## src/rtl/ram_arbiter_if.sv

```systemverilog
// -----------------------------------------------------------------------------
// ram_arbiter_if
//   Bundles every bus signal of the single-port SRAM arbiter: the IF-stage
//   fetch port, the MEM-stage load/store port, the asynchronous SRAM pins, the
//   pipeline stall request and a debug view of the arbiter FSM state.
//
// Handshake (both request ports):
//   req is a level held by the requester for as long as it wants service.
//   The arbiter grants only from IDLE and answers with ready, a pulse exactly
//   one cycle wide; rdata is valid in that ready cycle and holds until the
//   same port's next read completes. Dropping req after the grant cycle does
//   not cancel anything: the access runs to completion and ready still pulses.
//
// Modports:
//   slave  - the arbiter (ram_arbiter)
//   master - the pipeline and SRAM device side (testbench / SoC wrapper)
//
// Signals:
//   if_req, if_addr[31:0]              IF fetch request and byte address
//   if_rdata[31:0], if_ready           fetched word and completion pulse
//   mem_req, mem_we, mem_be[3:0]       MEM request, write flag, byte enables
//   mem_addr[31:0], mem_wdata[31:0]    MEM byte address and store data
//   mem_rdata[31:0], mem_ready         load data and completion pulse
//   sram_addr[19:0], sram_wdata[31:0]  SRAM word address and write data
//   sram_rdata[31:0]                   SRAM read data
//   sram_drive                         data-bus drive enable (write cycles)
//   sram_ce_n/oe_n/we_n, sram_be_n[3:0] active-low SRAM strobes
//   stall_req                          pipeline stall request
//   dbg_state[2:0]                     current arbiter FSM state
// -----------------------------------------------------------------------------
interface ram_arbiter_if;
  logic        if_req;
  logic [31:0] if_addr;
  logic [31:0] if_rdata;
  logic        if_ready;

  logic        mem_req;
  logic        mem_we;
  logic [3:0]  mem_be;
  logic [31:0] mem_addr;
  logic [31:0] mem_wdata;
  logic [31:0] mem_rdata;
  logic        mem_ready;

  logic [19:0] sram_addr;
  logic [31:0] sram_wdata;
  logic [31:0] sram_rdata;
  logic        sram_drive;
  logic        sram_ce_n;
  logic        sram_oe_n;
  logic        sram_we_n;
  logic [3:0]  sram_be_n;

  logic        stall_req;
  logic [2:0]  dbg_state;

  modport slave (
    input  if_req, if_addr,
    output if_rdata, if_ready,
    input  mem_req, mem_we, mem_be, mem_addr, mem_wdata,
    output mem_rdata, mem_ready,
    output sram_addr, sram_wdata, sram_drive, sram_ce_n, sram_oe_n,
    output sram_we_n, sram_be_n,
    input  sram_rdata,
    output stall_req, dbg_state
  );

  modport master (
    output if_req, if_addr,
    input  if_rdata, if_ready,
    output mem_req, mem_we, mem_be, mem_addr, mem_wdata,
    input  mem_rdata, mem_ready,
    input  sram_addr, sram_wdata, sram_drive, sram_ce_n, sram_oe_n,
    input  sram_we_n, sram_be_n,
    output sram_rdata,
    input  stall_req, dbg_state
  );
endinterface

```

## src/rtl/ram_arbiter.sv

```systemverilog
// -----------------------------------------------------------------------------
// ram_arbiter
//   Shares one asynchronous 32-bit SRAM between the IF (fetch) and MEM
//   (load/store) pipeline stages. Arbitration happens only in IDLE and MEM
//   wins ties because it carries the older instruction.
//
//   Read  : IDLE -> RD1 -> RD2 -> DONE          (ready 3 cycles after request)
//   Write : IDLE -> WR1 -> WR2 -> WR3 -> DONE   (ready 4 cycles after request)
//   DONE always returns to IDLE and ignores requests, so a req held high
//   through its ready pulse is not granted twice back to back.
//
// Ports:
//   clk  - single clock, rising edge
//   rst  - synchronous active-high reset
//   bus  - ram_arbiter_if.slave (request ports, SRAM pins, stall, debug state)
//
// All SRAM pins are registered and computed from the next state, so they
// switch cleanly on the clock edge that enters each phase.
// -----------------------------------------------------------------------------
module ram_arbiter (
  input  logic         clk,
  input  logic         rst,
  ram_arbiter_if.slave bus
);

  localparam logic [2:0] S_IDLE = 3'd0;
  localparam logic [2:0] S_RD1  = 3'd1;
  localparam logic [2:0] S_RD2  = 3'd2;
  localparam logic [2:0] S_WR1  = 3'd3;
  localparam logic [2:0] S_WR2  = 3'd4;
  localparam logic [2:0] S_WR3  = 3'd5;
  localparam logic [2:0] S_DONE = 3'd6;

  logic [2:0]  r_state;
  logic [2:0]  w_next_state;

  // 1 = current access belongs to MEM, 0 = IF
  logic        r_owner_mem;

  logic [19:0] r_sram_addr;
  logic [31:0] r_sram_wdata;
  logic        r_sram_drive;
  logic        r_sram_ce_n;
  logic        r_sram_oe_n;
  logic        r_sram_we_n;
  logic [3:0]  r_sram_be_n;

  logic        r_if_ready;
  logic        r_mem_ready;
  logic [31:0] r_if_rdata;
  logic [31:0] r_mem_rdata;

  logic        w_grant_mem;
  logic        w_grant_if;
  logic        w_next_read;
  logic        w_next_write;
  logic        w_next_active;
  logic        w_unused;

  // MEM has priority; IF is granted only when MEM is not asking.
  assign w_grant_mem = (r_state == S_IDLE) && bus.mem_req;
  assign w_grant_if  = (r_state == S_IDLE) && !bus.mem_req && bus.if_req;

  always_comb begin
    w_next_state = S_IDLE;
    case (r_state)
      S_IDLE: begin
        if (w_grant_mem)     w_next_state = bus.mem_we ? S_WR1 : S_RD1;
        else if (w_grant_if) w_next_state = S_RD1;
        else                 w_next_state = S_IDLE;
      end
      S_RD1:   w_next_state = S_RD2;
      S_RD2:   w_next_state = S_DONE;
      S_WR1:   w_next_state = S_WR2;
      S_WR2:   w_next_state = S_WR3;
      S_WR3:   w_next_state = S_DONE;
      S_DONE:  w_next_state = S_IDLE;
      default: w_next_state = S_IDLE;
    endcase
  end

  assign w_next_read   = (w_next_state == S_RD1) || (w_next_state == S_RD2);
  assign w_next_write  = (w_next_state == S_WR1) || (w_next_state == S_WR2) ||
                         (w_next_state == S_WR3);
  assign w_next_active = w_next_read || w_next_write;

  always_ff @(posedge clk) begin
    if (rst) begin
      r_state      <= S_IDLE;
      r_owner_mem  <= 1'b0;
      r_sram_addr  <= 20'h0;
      r_sram_wdata <= 32'h0;
      r_sram_drive <= 1'b0;
      r_sram_ce_n  <= 1'b1;
      r_sram_oe_n  <= 1'b1;
      r_sram_we_n  <= 1'b1;
      r_sram_be_n  <= 4'hF;
      r_if_ready   <= 1'b0;
      r_mem_ready  <= 1'b0;
      r_if_rdata   <= 32'h0;
      r_mem_rdata  <= 32'h0;
    end else begin
      r_state <= w_next_state;

      // Latch the winner's request so the requester may change or drop
      // its inputs for the rest of the access.
      if (w_grant_mem) begin
        r_owner_mem <= 1'b1;
        r_sram_addr <= bus.mem_addr[21:2];
        if (bus.mem_we) r_sram_wdata <= bus.mem_wdata;
      end else if (w_grant_if) begin
        r_owner_mem <= 1'b0;
        r_sram_addr <= bus.if_addr[21:2];
      end

      r_sram_ce_n  <= ~w_next_active;
      r_sram_oe_n  <= ~w_next_read;
      r_sram_we_n  <= ~(w_next_state == S_WR2);
      r_sram_drive <= w_next_write;

      // Byte lanes: IF fetches whole words; MEM uses its own enables, even
      // an all-zero set on a read (the cycle still runs).
      if (w_grant_mem)         r_sram_be_n <= ~bus.mem_be;
      else if (w_grant_if)     r_sram_be_n <= 4'h0;
      else if (!w_next_active) r_sram_be_n <= 4'hF;

      r_if_ready  <= (w_next_state == S_DONE) && !r_owner_mem;
      r_mem_ready <= (w_next_state == S_DONE) &&  r_owner_mem;

      // SRAM data has been stable for two cycles by the end of RD2.
      if (r_state == S_RD2) begin
        if (r_owner_mem) r_mem_rdata <= bus.sram_rdata;
        else             r_if_rdata  <= bus.sram_rdata;
      end
    end
  end

  assign bus.if_rdata   = r_if_rdata;
  assign bus.if_ready   = r_if_ready;
  assign bus.mem_rdata  = r_mem_rdata;
  assign bus.mem_ready  = r_mem_ready;
  assign bus.sram_addr  = r_sram_addr;
  assign bus.sram_wdata = r_sram_wdata;
  assign bus.sram_drive = r_sram_drive;
  assign bus.sram_ce_n  = r_sram_ce_n;
  assign bus.sram_oe_n  = r_sram_oe_n;
  assign bus.sram_we_n  = r_sram_we_n;
  assign bus.sram_be_n  = r_sram_be_n;
  assign bus.dbg_state  = r_state;

  // A stage stalls while it requests and has not yet seen its ready pulse.
  assign bus.stall_req = (bus.mem_req & ~r_mem_ready) | (bus.if_req & ~r_if_ready);

  // Byte-offset and above-SRAM address bits are intentionally dropped.
  assign w_unused = ^{bus.if_addr[31:22], bus.if_addr[1:0],
                      bus.mem_addr[31:22], bus.mem_addr[1:0]};

endmodule

```

## src/flat_wrapper.sv

```systemverilog
// flat-port wrapper written by rule: the top's interface ports become plain ports
module ram_arbiter_flat 
  (clk, rst, bus_if_req, bus_if_addr, bus_if_rdata, bus_if_ready, bus_mem_req, bus_mem_we, bus_mem_be, bus_mem_addr, bus_mem_wdata, bus_mem_rdata, bus_mem_ready, bus_sram_addr, bus_sram_wdata, bus_sram_drive, bus_sram_ce_n, bus_sram_oe_n, bus_sram_we_n, bus_sram_be_n, bus_sram_rdata, bus_stall_req, bus_dbg_state);
  ram_arbiter_if bus_i ();
  input  logic clk;
  input  logic rst;
  input wire logic [$bits(bus_i.if_req)-1:0] bus_if_req;
  input wire logic [$bits(bus_i.if_addr)-1:0] bus_if_addr;
  output wire logic [$bits(bus_i.if_rdata)-1:0] bus_if_rdata;
  output wire logic [$bits(bus_i.if_ready)-1:0] bus_if_ready;
  input wire logic [$bits(bus_i.mem_req)-1:0] bus_mem_req;
  input wire logic [$bits(bus_i.mem_we)-1:0] bus_mem_we;
  input wire logic [$bits(bus_i.mem_be)-1:0] bus_mem_be;
  input wire logic [$bits(bus_i.mem_addr)-1:0] bus_mem_addr;
  input wire logic [$bits(bus_i.mem_wdata)-1:0] bus_mem_wdata;
  output wire logic [$bits(bus_i.mem_rdata)-1:0] bus_mem_rdata;
  output wire logic [$bits(bus_i.mem_ready)-1:0] bus_mem_ready;
  output wire logic [$bits(bus_i.sram_addr)-1:0] bus_sram_addr;
  output wire logic [$bits(bus_i.sram_wdata)-1:0] bus_sram_wdata;
  output wire logic [$bits(bus_i.sram_drive)-1:0] bus_sram_drive;
  output wire logic [$bits(bus_i.sram_ce_n)-1:0] bus_sram_ce_n;
  output wire logic [$bits(bus_i.sram_oe_n)-1:0] bus_sram_oe_n;
  output wire logic [$bits(bus_i.sram_we_n)-1:0] bus_sram_we_n;
  output wire logic [$bits(bus_i.sram_be_n)-1:0] bus_sram_be_n;
  input wire logic [$bits(bus_i.sram_rdata)-1:0] bus_sram_rdata;
  output wire logic [$bits(bus_i.stall_req)-1:0] bus_stall_req;
  output wire logic [$bits(bus_i.dbg_state)-1:0] bus_dbg_state;
  assign bus_i.if_req = bus_if_req;
  assign bus_i.if_addr = bus_if_addr;
  assign bus_if_rdata = bus_i.if_rdata;
  assign bus_if_ready = bus_i.if_ready;
  assign bus_i.mem_req = bus_mem_req;
  assign bus_i.mem_we = bus_mem_we;
  assign bus_i.mem_be = bus_mem_be;
  assign bus_i.mem_addr = bus_mem_addr;
  assign bus_i.mem_wdata = bus_mem_wdata;
  assign bus_mem_rdata = bus_i.mem_rdata;
  assign bus_mem_ready = bus_i.mem_ready;
  assign bus_sram_addr = bus_i.sram_addr;
  assign bus_sram_wdata = bus_i.sram_wdata;
  assign bus_sram_drive = bus_i.sram_drive;
  assign bus_sram_ce_n = bus_i.sram_ce_n;
  assign bus_sram_oe_n = bus_i.sram_oe_n;
  assign bus_sram_we_n = bus_i.sram_we_n;
  assign bus_sram_be_n = bus_i.sram_be_n;
  assign bus_i.sram_rdata = bus_sram_rdata;
  assign bus_stall_req = bus_i.stall_req;
  assign bus_dbg_state = bus_i.dbg_state;
  ram_arbiter u_core (.clk(clk), .rst(rst), .bus(bus_i));
endmodule
```

## config.mk

```make
export PLATFORM = sky130hd
export DESIGN_NAME = ram_arbiter_flat
export DESIGN_NICKNAME = d
export VERILOG_FILES = /design/src/rtl/ram_arbiter_if.sv /design/src/rtl/ram_arbiter.sv /design/src/flat_wrapper.sv
export SDC_FILE = /design/constraint.sdc
export NUM_CORES = 1
export LEC_CHECK = 0
export CAP_MARGIN = 0
export CORE_MARGIN = 1.5
export CORE_UTILIZATION = 30
export DETAILED_ROUTE_END_ITERATION = 8
export PLACE_DENSITY = 0.63
export SLEW_MARGIN = 20
export SYNTH_ARGS = -nofsm -noshare
export SYNTH_HDL_FRONTEND = slang
export SYNTH_SLANG_ARGS = --single-unit
```

## constraint.sdc

```tcl
create_clock -name clk -period 2.4 [get_ports clk]
set_input_delay 0.6 -clock clk [delete_from_list [all_inputs] [get_ports clk]]
set_output_delay 0.6 -clock clk [all_outputs]
set_load 0.01 [all_outputs]
```

==> flow_summary.yaml <==
yosys:
  ys_ff_latch: 130
  avgSynthCellArea_um2: 8.62
  yosysUniqueCellTypes: 38
  synthTopCellsByCount: "dfxtp_1 (130), nand2_1 (130), a21oi_1 (106)"
  synth_top_area_share_pct: 53.1
  synthArstFlopShare_pct: 0
  syn_nets: 705
  yosysSeqAreaShare_pct: 53.1
  netlist_instances: 568
  synth-edff-count: 0
  syn_area_um2: 4900
  synthTopCellsByArea: "dfxtp_1 (53%), a21oi_1 (11%), nand2_1 (10%), o21ai_0 (3.6%), o22a_1 (3.6%)"
  yosysWarnings: 0
  synth_ff_type: "dfxtp_1"
  synth.largest_area_cell: "dfxtp_1"
grt:
  overflow: 0
  grt_use_total_pct: 18.1
  grt_pass1_vias: 4766
  antenna_found_initial: 0
  grt_pass1_wl_um: 24100
  grt_max_degree: 59
worst_setup_path:
  required_ns: 1.80
  end_kind: "output pin"
  reg2reg_depth: 4
  cp.arrival_ns: 1.61
  reg2reg_slack_ns: 0.41
  crit_end: "bus_stall_req"
  crit_path_max_fanout: 2
  startpoint: "bus_mem_req"
  r2r-start: "u_core.bus.dbg_state[0]$_SDFF_PP0_"
  crit_path_start_kind: "primary input"
  path_class: "primary input to output pin"
  r2r_end: "u_core.bus.sram_addr[18]$_SDFFE_PP0P_"
clocking:
  cts_tree: "built"
  cts_sinks: 130
  root_buffer: "clkbuf_16"
  clk_pin_slew_ns: 0.05
  cts_htree_levels: 4
  insertion_delay_ns: 0.41
  cts_buffer_depth: 2
  post_cts_buffers: 0
  cts_made_buffers: 17
die:
  core-area_um2: 15900
  die_area_um2: 17100
  fp.dieH_um: 131
  die_x_um: 131
  start_util_pct: 30.7
  io_pins: 267
  rows: 46
timing:
  final.setup.worst_slack_ns: 0.192
  rsz0062_at_grt: "false"
  finalCritPeriodShare_pct: 92.0
  worst_pin_slew_ns: 0.824
  fin_crit_ns: 2.21
  finClkSkew_ns: 0.00588
  hold_viol_final: 0
  slew_headroom_pct: 44.9
  setup_violations: 0
  drv_slew: 0
  fmax_mhz: 453
route:
  drt_iter0_drc: 308
  dr_total_vias: 4953
  first_pass_iters: 5
  drc_errors: 0
  routedWlPerCell_um: 15.4
  post_drt_via_cell_ratio: 4.85
  drt-total-wl_um: 15700
  ant_nets: 0
finish:
  fillers: 1490
  fin_cells: 1021
  drive_gt1_share_pct: 7.33
  area_growth_pct: 64.1
  final_cell_area_um2: 8040
  fin_util_pct: 50.4
  finalNetCount: 929
  diodes: 0
place:
  pre_cts_slack_ns: -0.0772
  dp_cells: 989
  io_buffers: 242
  dp_hpwl_um: 10700
  placed_cell_area_um2: 7490
  gp_congestion: 0.767
power:
  irDropWorstVdd_mv: 0.503
  p_total_mw: 6.14
  p_per_area_nw_per_um2: 764
  p_leak_nw: 2.83
flow_run:
  maxCapViolations: 0
hold_path:
  hp-class: "flip-flop to flip-flop"
run_status:
  status: "complete, no violations"
layout make-up:
class	count	area, µm²	share of cell area, %
sequential	130	2600	32.4
timing repair buffer	260	2580	32.1
multi-input combinational	380	2020	25.2
clock buffer	21	470	5.85
tap	216	270	3.36
clock inverter	11	82.6	1.03
inverter	3	11.3	0.140
logic make-up after synthesis:
group | after synthesis | share of synthesized area, %
buf+inv | 58 | 6.00
simple gates | 185 | 16.9
flops | 130 | 53.1
xor+xnor | 1 | 0.179
compound gates | 194 | 23.8
flip-flops by register name, summed over array words and instances (netlist names):
register / flops
u_core.bus.sram_drive: 1
u_core.bus.if_rdata: 32
u_core.bus.if_ready: 1
u_core.bus.sram_we_n: 1
u_core.bus.sram_ce_n: 1
u_core.bus.sram_addr: 20
u_core.bus.sram_wdata: 32
u_core.bus.sram_oe_n: 1
u_core.r_owner_mem: 1
u_core.bus.mem_ready: 1
u_core.bus.sram_be_n: 4
u_core.bus.mem_rdata: 32
u_core.bus.dbg_state: 3
placed cells by master, fill, tap and decap left out, types with 5 or more instances in the layout:
| cell | n |
|---|---|
| clkdlybuf4s50_1 | 240 |
| nand2_1 | 130 |
| dfxtp_1 | 130 |
| a21oi_1 | 106 |
| o21ai_0 | 35 |
| nand3_1 | 32 |
| o22a_1 | 20 |
| a22o_1 | 19 |
| clkbuf_16 | 17 |
| buf_4 | 17 |
| clkinvlp_4 | 8 |
| nor2_1 | 5 |
routing by layer:
metal	track usage, %	routed length (µm)	vias to the layer above
met2	31.3	7910	172
met5	0	0	-
li1	-	-	2418
met4	6.01	217	0
met1	20.9	6440	2346
met3	6.43	1150	17
worst min path at each step:
stage | cells past startpoint | end | from | slack, ns
5_1_grt | 2 | u_core.bus.if_rdata[15]$_SDFFE_PP0P_ | u_core.bus.if_rdata[15]$_SDFFE_PP0P_ | 0.47
4_1_cts | 2 | u_core.bus.if_rdata[17]$_SDFFE_PP0P_ | u_core.bus.if_rdata[17]$_SDFFE_PP0P_ | 0.45
2_1_floorplan | 2 | u_core.bus.mem_ready$_SDFF_PP0_ | u_core.r_owner_mem$_SDFFE_PP0P_ | 0.48
3_5_place_dp | 2 | u_core.bus.if_rdata[17]$_SDFFE_PP0P_ | u_core.bus.if_rdata[17]$_SDFFE_PP0P_ | 0.45
3_3_place_gp | 2 | u_core.bus.mem_rdata[6]$_SDFFE_PP0P_ | u_core.bus.mem_rdata[6]$_SDFFE_PP0P_ | 0.44
6_report | 2 | u_core.bus.mem_rdata[12]$_SDFFE_PP0P_ | u_core.bus.mem_rdata[12]$_SDFFE_PP0P_ | 0.45
metrics by stage:
stage | TNS (ns) | hold slack [ns]
3_3_place_gp | -0.0953 | 0.442
3_5_place_dp | -0.0772 | 0.445
5_1_grt | 0 | 0.471
6_report | 0 | 0.454
2_1_floorplan | 0 | 0.477
4_1_cts | 0 | 0.453
power by group:
group          internal [mW]  switching (mW)
clock network           1.40           0.947
registers               2.34           0.108
logic                  0.695           0.652
worst max-delay path, stage by stage:
cell and delay (ns):
clkdlybuf4s50_1 0.50, inv_2 0.05, o22ai_1 0.16, dlygate4sd2_1 0.30
what timing repair did:
action	4_1_cts	5_1_grt
hold buffers	0	0
gates resized for setup	1	0
endpoints found under the setup margin	1	0
No activity file was read; power rests on OpenSTA's default activity.
